$ cat config.mk
export PLATFORM = sky130hd
export DESIGN_NAME = ifu_fetch
export DESIGN_NICKNAME = d
export VERILOG_FILES = /design/src/rtl/ifu_pkg.sv /design/src/rtl/ifu_fetch.sv
export SDC_FILE = /design/constraint.sdc
export NUM_CORES = 1
export LEC_CHECK = 0
export CAP_MARGIN = 20
export CORE_MARGIN = 5
export CORE_UTILIZATION = 35
export CTS_CLUSTER_DIAMETER = 150
export DETAILED_ROUTE_END_ITERATION = 10
export PLACE_DENSITY = 0.78
export REMOVE_ABC_BUFFERS = 1
export SYNTH_ARGS = -nofsm -noshare
export SYNTH_HDL_FRONTEND = slang
export SYNTH_SLANG_ARGS = --single-unit
$ cat constraint.sdc
create_clock -name clk -period 1.75 [get_ports clk]
set_input_delay 0.35 -clock clk [delete_from_list [all_inputs] [get_ports clk]]
set_output_delay 0.35 -clock clk [all_outputs]
set_load 0.01 [all_outputs]
$ cat src/rtl/ifu_pkg.sv
`default_nettype none
// ============================================================================
// Module  : ifu_pkg
// Brief   : Shared types and constants for the instruction-fetch unit.
// Revision: 1.0 - initial release
// ============================================================================
package ifu_pkg;

  // Fetch FSM states
  typedef enum logic [1:0] {
    S_REQ   = 2'd0,
    S_WAIT  = 2'd1,
    S_VALID = 2'd2,
    S_HALT  = 2'd3
  } ifu_state_t;

  // Sticky fault codes reported on o_fault_code
  localparam logic [1:0] FAULT_NONE     = 2'd0;
  localparam logic [1:0] FAULT_MISALIGN = 2'd1;
  localparam logic [1:0] FAULT_BUSERR   = 2'd2;
  localparam logic [1:0] FAULT_RANGE    = 2'd3;

  // Default architectural PC after reset
  localparam logic [31:0] DEFAULT_RESET_PC = 32'h0000_3000;

endpackage : ifu_pkg
`default_nettype wire

$ cat src/rtl/ifu_fetch.sv
`default_nettype none
// ============================================================================
// Module  : ifu_fetch
// Brief   : Non-speculative instruction-fetch stage. Owns the PC, issues one
//           imem request per instruction, hands the word to decode and loads
//           the next PC when the instruction retires from fetch.
// Revision: 1.0 - initial release
// ============================================================================
module ifu_fetch
  import ifu_pkg::*;
#(
  parameter logic [31:0] RESET_PC   = DEFAULT_RESET_PC,
  parameter logic [31:0] IMEM_BYTES = 32'h0000_4000
) (
  input  logic        clk,
  input  logic        rst_n,
  input  logic [31:0] i_next_pc,
  output logic [31:0] o_pc,
  output logic [31:0] o_pc_plus_4,
  output logic        o_imem_req,
  output logic [31:0] o_imem_addr,
  input  logic        i_imem_gnt,
  input  logic        i_imem_rvalid,
  input  logic [31:0] i_imem_rdata,
  input  logic        i_imem_err,
  output logic [31:0] o_instr,
  output logic        o_instr_valid,
  input  logic        i_instr_ready,
  output logic        o_fault,
  output logic [1:0]  o_fault_code
);

  // End of the legal fetch window, one bit wider so the sum cannot wrap
  localparam logic [32:0] c_WIN_END = {1'b0, RESET_PC} + {1'b0, IMEM_BYTES};

  ifu_state_t  r_state;
  ifu_state_t  w_next_state;
  logic [31:0] r_pc;
  logic [31:0] r_instr;
  logic [1:0]  r_fault_code;

  logic        w_in_range;
  logic        w_imem_req;
  logic        w_retire;
  logic        w_misaligned;
  logic        w_resp_ok;
  logic        w_resp_err;

  assign w_in_range   = (r_pc >= RESET_PC) && ({1'b0, r_pc} < c_WIN_END);
  assign w_retire     = (r_state == S_VALID) && i_instr_ready;
  assign w_misaligned = (i_next_pc[1:0] != 2'b00);
  // Responses are only meaningful while a fetch is outstanding
  assign w_resp_ok    = (r_state == S_WAIT) && i_imem_rvalid && !i_imem_err;
  assign w_resp_err   = (r_state == S_WAIT) && i_imem_rvalid &&  i_imem_err;

  // State register; reset abandons any in-flight request
  always_ff @(posedge clk or negedge rst_n) begin
    if (!rst_n) begin
      r_state <= S_REQ;
    end else begin
      r_state <= w_next_state;
    end
  end

  // Next-state and request generation
  always_comb begin
    w_next_state = r_state;
    w_imem_req   = 1'b0;
    case (r_state)
      S_REQ: begin
        if (!w_in_range) begin
          w_next_state = S_HALT;
        end else begin
          w_imem_req = 1'b1;
          if (i_imem_gnt) begin
            w_next_state = S_WAIT;
          end
        end
      end
      S_WAIT: begin
        if (i_imem_rvalid) begin
          w_next_state = i_imem_err ? S_HALT : S_VALID;
        end
      end
      S_VALID: begin
        if (i_instr_ready) begin
          w_next_state = w_misaligned ? S_HALT : S_REQ;
        end
      end
      S_HALT: begin
        w_next_state = S_HALT;
      end
      default: begin
        w_next_state = S_HALT;
      end
    endcase
  end

  // PC register: moves only on retire; a misaligned target is kept for debug
  always_ff @(posedge clk or negedge rst_n) begin
    if (!rst_n) begin
      r_pc <= RESET_PC;
    end else if (w_retire) begin
      r_pc <= i_next_pc;
    end
  end

  // Instruction register: captures only error-free responses
  always_ff @(posedge clk or negedge rst_n) begin
    if (!rst_n) begin
      r_instr <= 32'h0000_0000;
    end else if (w_resp_ok) begin
      r_instr <= i_imem_rdata;
    end
  end

  // Sticky fault code, written on the transition into S_HALT
  always_ff @(posedge clk or negedge rst_n) begin
    if (!rst_n) begin
      r_fault_code <= FAULT_NONE;
    end else if ((r_state == S_REQ) && !w_in_range) begin
      r_fault_code <= FAULT_RANGE;
    end else if (w_resp_err) begin
      r_fault_code <= FAULT_BUSERR;
    end else if (w_retire && w_misaligned) begin
      r_fault_code <= FAULT_MISALIGN;
    end
  end

  assign o_pc          = r_pc;
  assign o_pc_plus_4   = r_pc + 32'd4;
  assign o_imem_req    = w_imem_req;
  assign o_imem_addr   = r_pc;
  assign o_instr       = r_instr;
  assign o_instr_valid = (r_state == S_VALID);
  assign o_fault       = (r_state == S_HALT);
  assign o_fault_code  = r_fault_code;

endmodule : ifu_fetch
`default_nettype wire

==> results by group <==
STA
  • Least-Margin Pin Slew: 0.500 ns
  • Relative slew slack: 66.7%
  • Final WS setup: -0.598 ns
  • Final Hold Fails: 0
  • Fmax: 0.426 GHz
  • Clk_skew: 0.00996 ns
  • Final setup violation count: 30
  • RSZ-0062 raised after global routing: yes
  • Final min period: 2.35 ns
  • Period utilization: 134%
  • Hold Slack: 0.507 ns
  • Final Slew Violations: 0

Clock tree
  • CTS tree: built
  • TritonCTS Sinks: 68
  • Clk root buf: clkbuf_8
  • Num CTS Buffers: 9
  • Clock-pin transition on the worst setup and hold timing paths: 0.08 ns
  • H-tree depth: 3
  • Clock latency on the worst-skew pair: 0.34 ns
  • Clock buffer depth: 2

Critical path
  • Reg-to-Reg Start: o_imem_addr[12]$_DFFE_PN1P_
  • Crit end category: primary output
  • Terminus of the critical flop-to-flop path: r_state[0]$_DFFE_PN0P_
  • Crit path kind: reg -> out
  • Max FO, Critical Path: 3
  • Worst EP arrival: 2.00 ns
  • Worst path slowest cell: dfrtp_1
  • Crit-path cells: buf_6, nand4_1, nor4_4, buf_4, buf_6, nand4_1, xnor2_1, buf_2
  • Req. time, crit path: 1.40 ns
  • Worst R2R Setup Slack: 0.03 ns
  • Largest incremental delay on the critical path: 0.40 ns
  • Worst reg2reg path depth: 7
  • Startpoint Class: flip-flop

Floorplanning
  • Io pins: 203
  • Initial Util: 36.1%
  • Cell Rows: 36
  • CORE AREA: 9820 µm²
  • Full die area: 12300 µm²
  • Die Y-Extent: 111 µm
  • Die X: 111 µm

Global routing
  • Largest net degree at the start of global routing: 37
  • First-pass GRT wire length: 19100 µm
  • Vias in the first global route: 3602
  • Gr usage total: 19.3%
  • Initial antenna violation count: 1
  • Gr ovfl total: 0

Drt
  • Drt total wl: 12500 µm
  • Avg Vias per Cell: 4.81
  • # DRC: 0
  • Vias: 3331
  • Avg WL per Cell: 18.1 µm
  • Initial DRC count: 143
  • Pre-antenna DRT Iters: 4
  • Detail Route Antenna Nets: 0

Placed design
  • Port Buf Inserts: 202
  • Routability cong.: 0.817
  • Post-DP Area: 5920 µm²
  • Detail Placement HPWL: 8850 µm

Synthesis
  • Cell taking the most area after synthesis: dfrtp_1
  • Mean Syn Cell Area: 12.3 µm²
  • Post-synth EDFFs: 0
  • Netlist Area Pre-Place: 3550 µm²
  • Top cells by area, synth: dfrtp_1, mux2_2, buf_4, xnor2_1, nand3_1
  • Synth Instances: 289
  • FF+latch count, synth: 68
  • Ys flop type: dfrtp_1
  • YS warnings: 0
  • Synth unique cells: 36
  • Post-synth ARST share: 100%
  • Yosys top cell area share: 46.5%
  • Sequential fraction of the synthesis area: 48.0%

Layout
  • N_diodes: 0
  • Final instance area: 6650 µm²
  • Most frequent cells in the layout: clkdlybuf4s50_1, buf_4, mux2_2, dfrtp_1, dlygate4sd2_1
  • Layout Utilization: 67.7%
  • Synth-to-layout area growth: 87.4%
  • Layout Nets: 627
  • Fillcell total: 741
  • Share of cells above drive strength 1: 46.7%
  • Commonest non-fill, non-tap cell in the layout: clkdlybuf4s50_1

Job
  • Maxcap violations: 0

Pwr
  • Switching Share: 31.0%
  • Max VDD drop: 0.534 mV
  • Net Switching: 1.59 mW
  • P_int: 3.54 mW
  • Tot Pwr: 5.13 mW
  • Power Density: 771 nW/µm²
  • Pleak: 3.47 nW
  • Clock Power Share: 24.0%
  • Flop pwr share: 37.5%
  • Logic pwr share: 38.5%

Outcome
  • Outcome: complete, but fails checks
  • Failing checks: negative setup slack

Worst hold path
  • Worst min-delay path class: in -> async
## flip-flops by register name, summed over array words and instances, names as in the netlist
signal        cells
o_fault_code      2
o_imem_addr      32
o_instr          32
r_state           2
## what timing repair did
item	4_1_cts	5_1_grt
pin swaps	34	23
hold endpoints to repair	33	0
hold buffers	1	0
cloned	0	2
gates resized for setup	236	60
setup buffers	23	17
setup endpoints to repair	76	73
## Yosys cell counts, types with 2 or more instances
cell type / instances
and3_1: 5
buf_2: 3
buf_4: 37
dfrtp_1: 66
dfstp_2: 2
ha_1: 2
inv_1: 5
mux2_2: 64
nand2_1: 11
nand3_1: 16
nand4_1: 5
nand4_4: 2
nor2_1: 11
nor3_1: 3
nor3_2: 2
nor4_1: 5
nor4_4: 2
o21ai_0: 3
xnor2_1: 20
xor2_1: 9
## how the worst max path moves through the flow
stage,startpoint,endpoint
after global routing,o_imem_addr[20]$_DFFE_PN0P_,o_pc_plus_4[31]
after CTS,o_imem_addr[20]$_DFFE_PN0P_,o_pc_plus_4[31]
final,o_imem_addr[20]$_DFFE_PN0P_,o_pc_plus_4[31]
after global placement,o_imem_addr[12]$_DFFE_PN1P_,o_pc_plus_4[21]
after detailed placement,o_imem_addr[12]$_DFFE_PN1P_,o_pc_plus_4[21]
after floorplan,r_state[1]$_DFFE_PN0P_,o_instr[0]$_DFFE_PN0P_
## critical path: cells and delay by family (launching register included)
family	cells	cell delay [ns]
xor gates and xnor gates	1	0.18
DFF	1	0.40
and+or+nand+nor	3	0.55
buffers and inverters	4	0.53
## power by group through the flow
stage | registers (mW) | logic [mW] | clock network (mW)
global route | 1.95 | 2.10 | 1.35
global placement | 1.93 | 1.94 | 0
detailed placement | 1.94 | 1.98 | 0
CTS | 1.92 | 1.92 | 1.28
floorplan | 2.18 | 0.362 | 0
finish | 1.93 | 1.97 | 1.23
## area by class of cell
cell class	instances	area, µm²	share of cell area (%)
Clock buffer	11	131	1.98
Clock inverter	4	51.3	0.771
Inverter	5	21.3	0.320
Multi-Input combinational cell	175	1860	27.9
Sequential cell	68	1710	25.7
Tap cell	133	166	2.50
Timing Repair Buffer	296	2720	40.9
## through the flow
step | worst slack, ns | instances | setup TNS [ns]
2_1_floorplan | -0.293 | 248 | -17.51
3_3_place_gp | -0.585 | 642 | -13.45
3_5_place_dp | -0.610 | 642 | -14.51
4_1_cts | -0.552 | 679 | -9.92
5_1_grt | -0.761 | 692 | -14.29
6_report | -0.598 | 692 | -11.05
## metal layers
layer | vias to the layer above | global-route usage (%) | share of wire (%)
li1 | 1509 | - | -
met1 | 1631 | 20.7 | 38
met2 | 164 | 34.1 | 52
met3 | 25 | 8.73 | 7.9
met4 | 2 | 5.50 | 2.2
met5 | - | 0 | 0.088
## cell families (layout without fill, tap and decap cells)
kind of cell / after synthesis / in the layout / share of synthesized area [%]
AO/OA/AOI/OAI: 7 / 7 / 1.41
buffers and inverters: 46 / 316 / 8.92
XOR/XNOR: 29 / 29 / 7.16
multiplexers: 64 / 64 / 20.3
adder cells (fa/ha/maj): 2 / 2 / 0.705
AND/OR/NAND/NOR: 73 / 73 / 13.5
flip-flops: 68 / 68 / 48.0
Note: power is estimated with default switching activity, not from simulation.
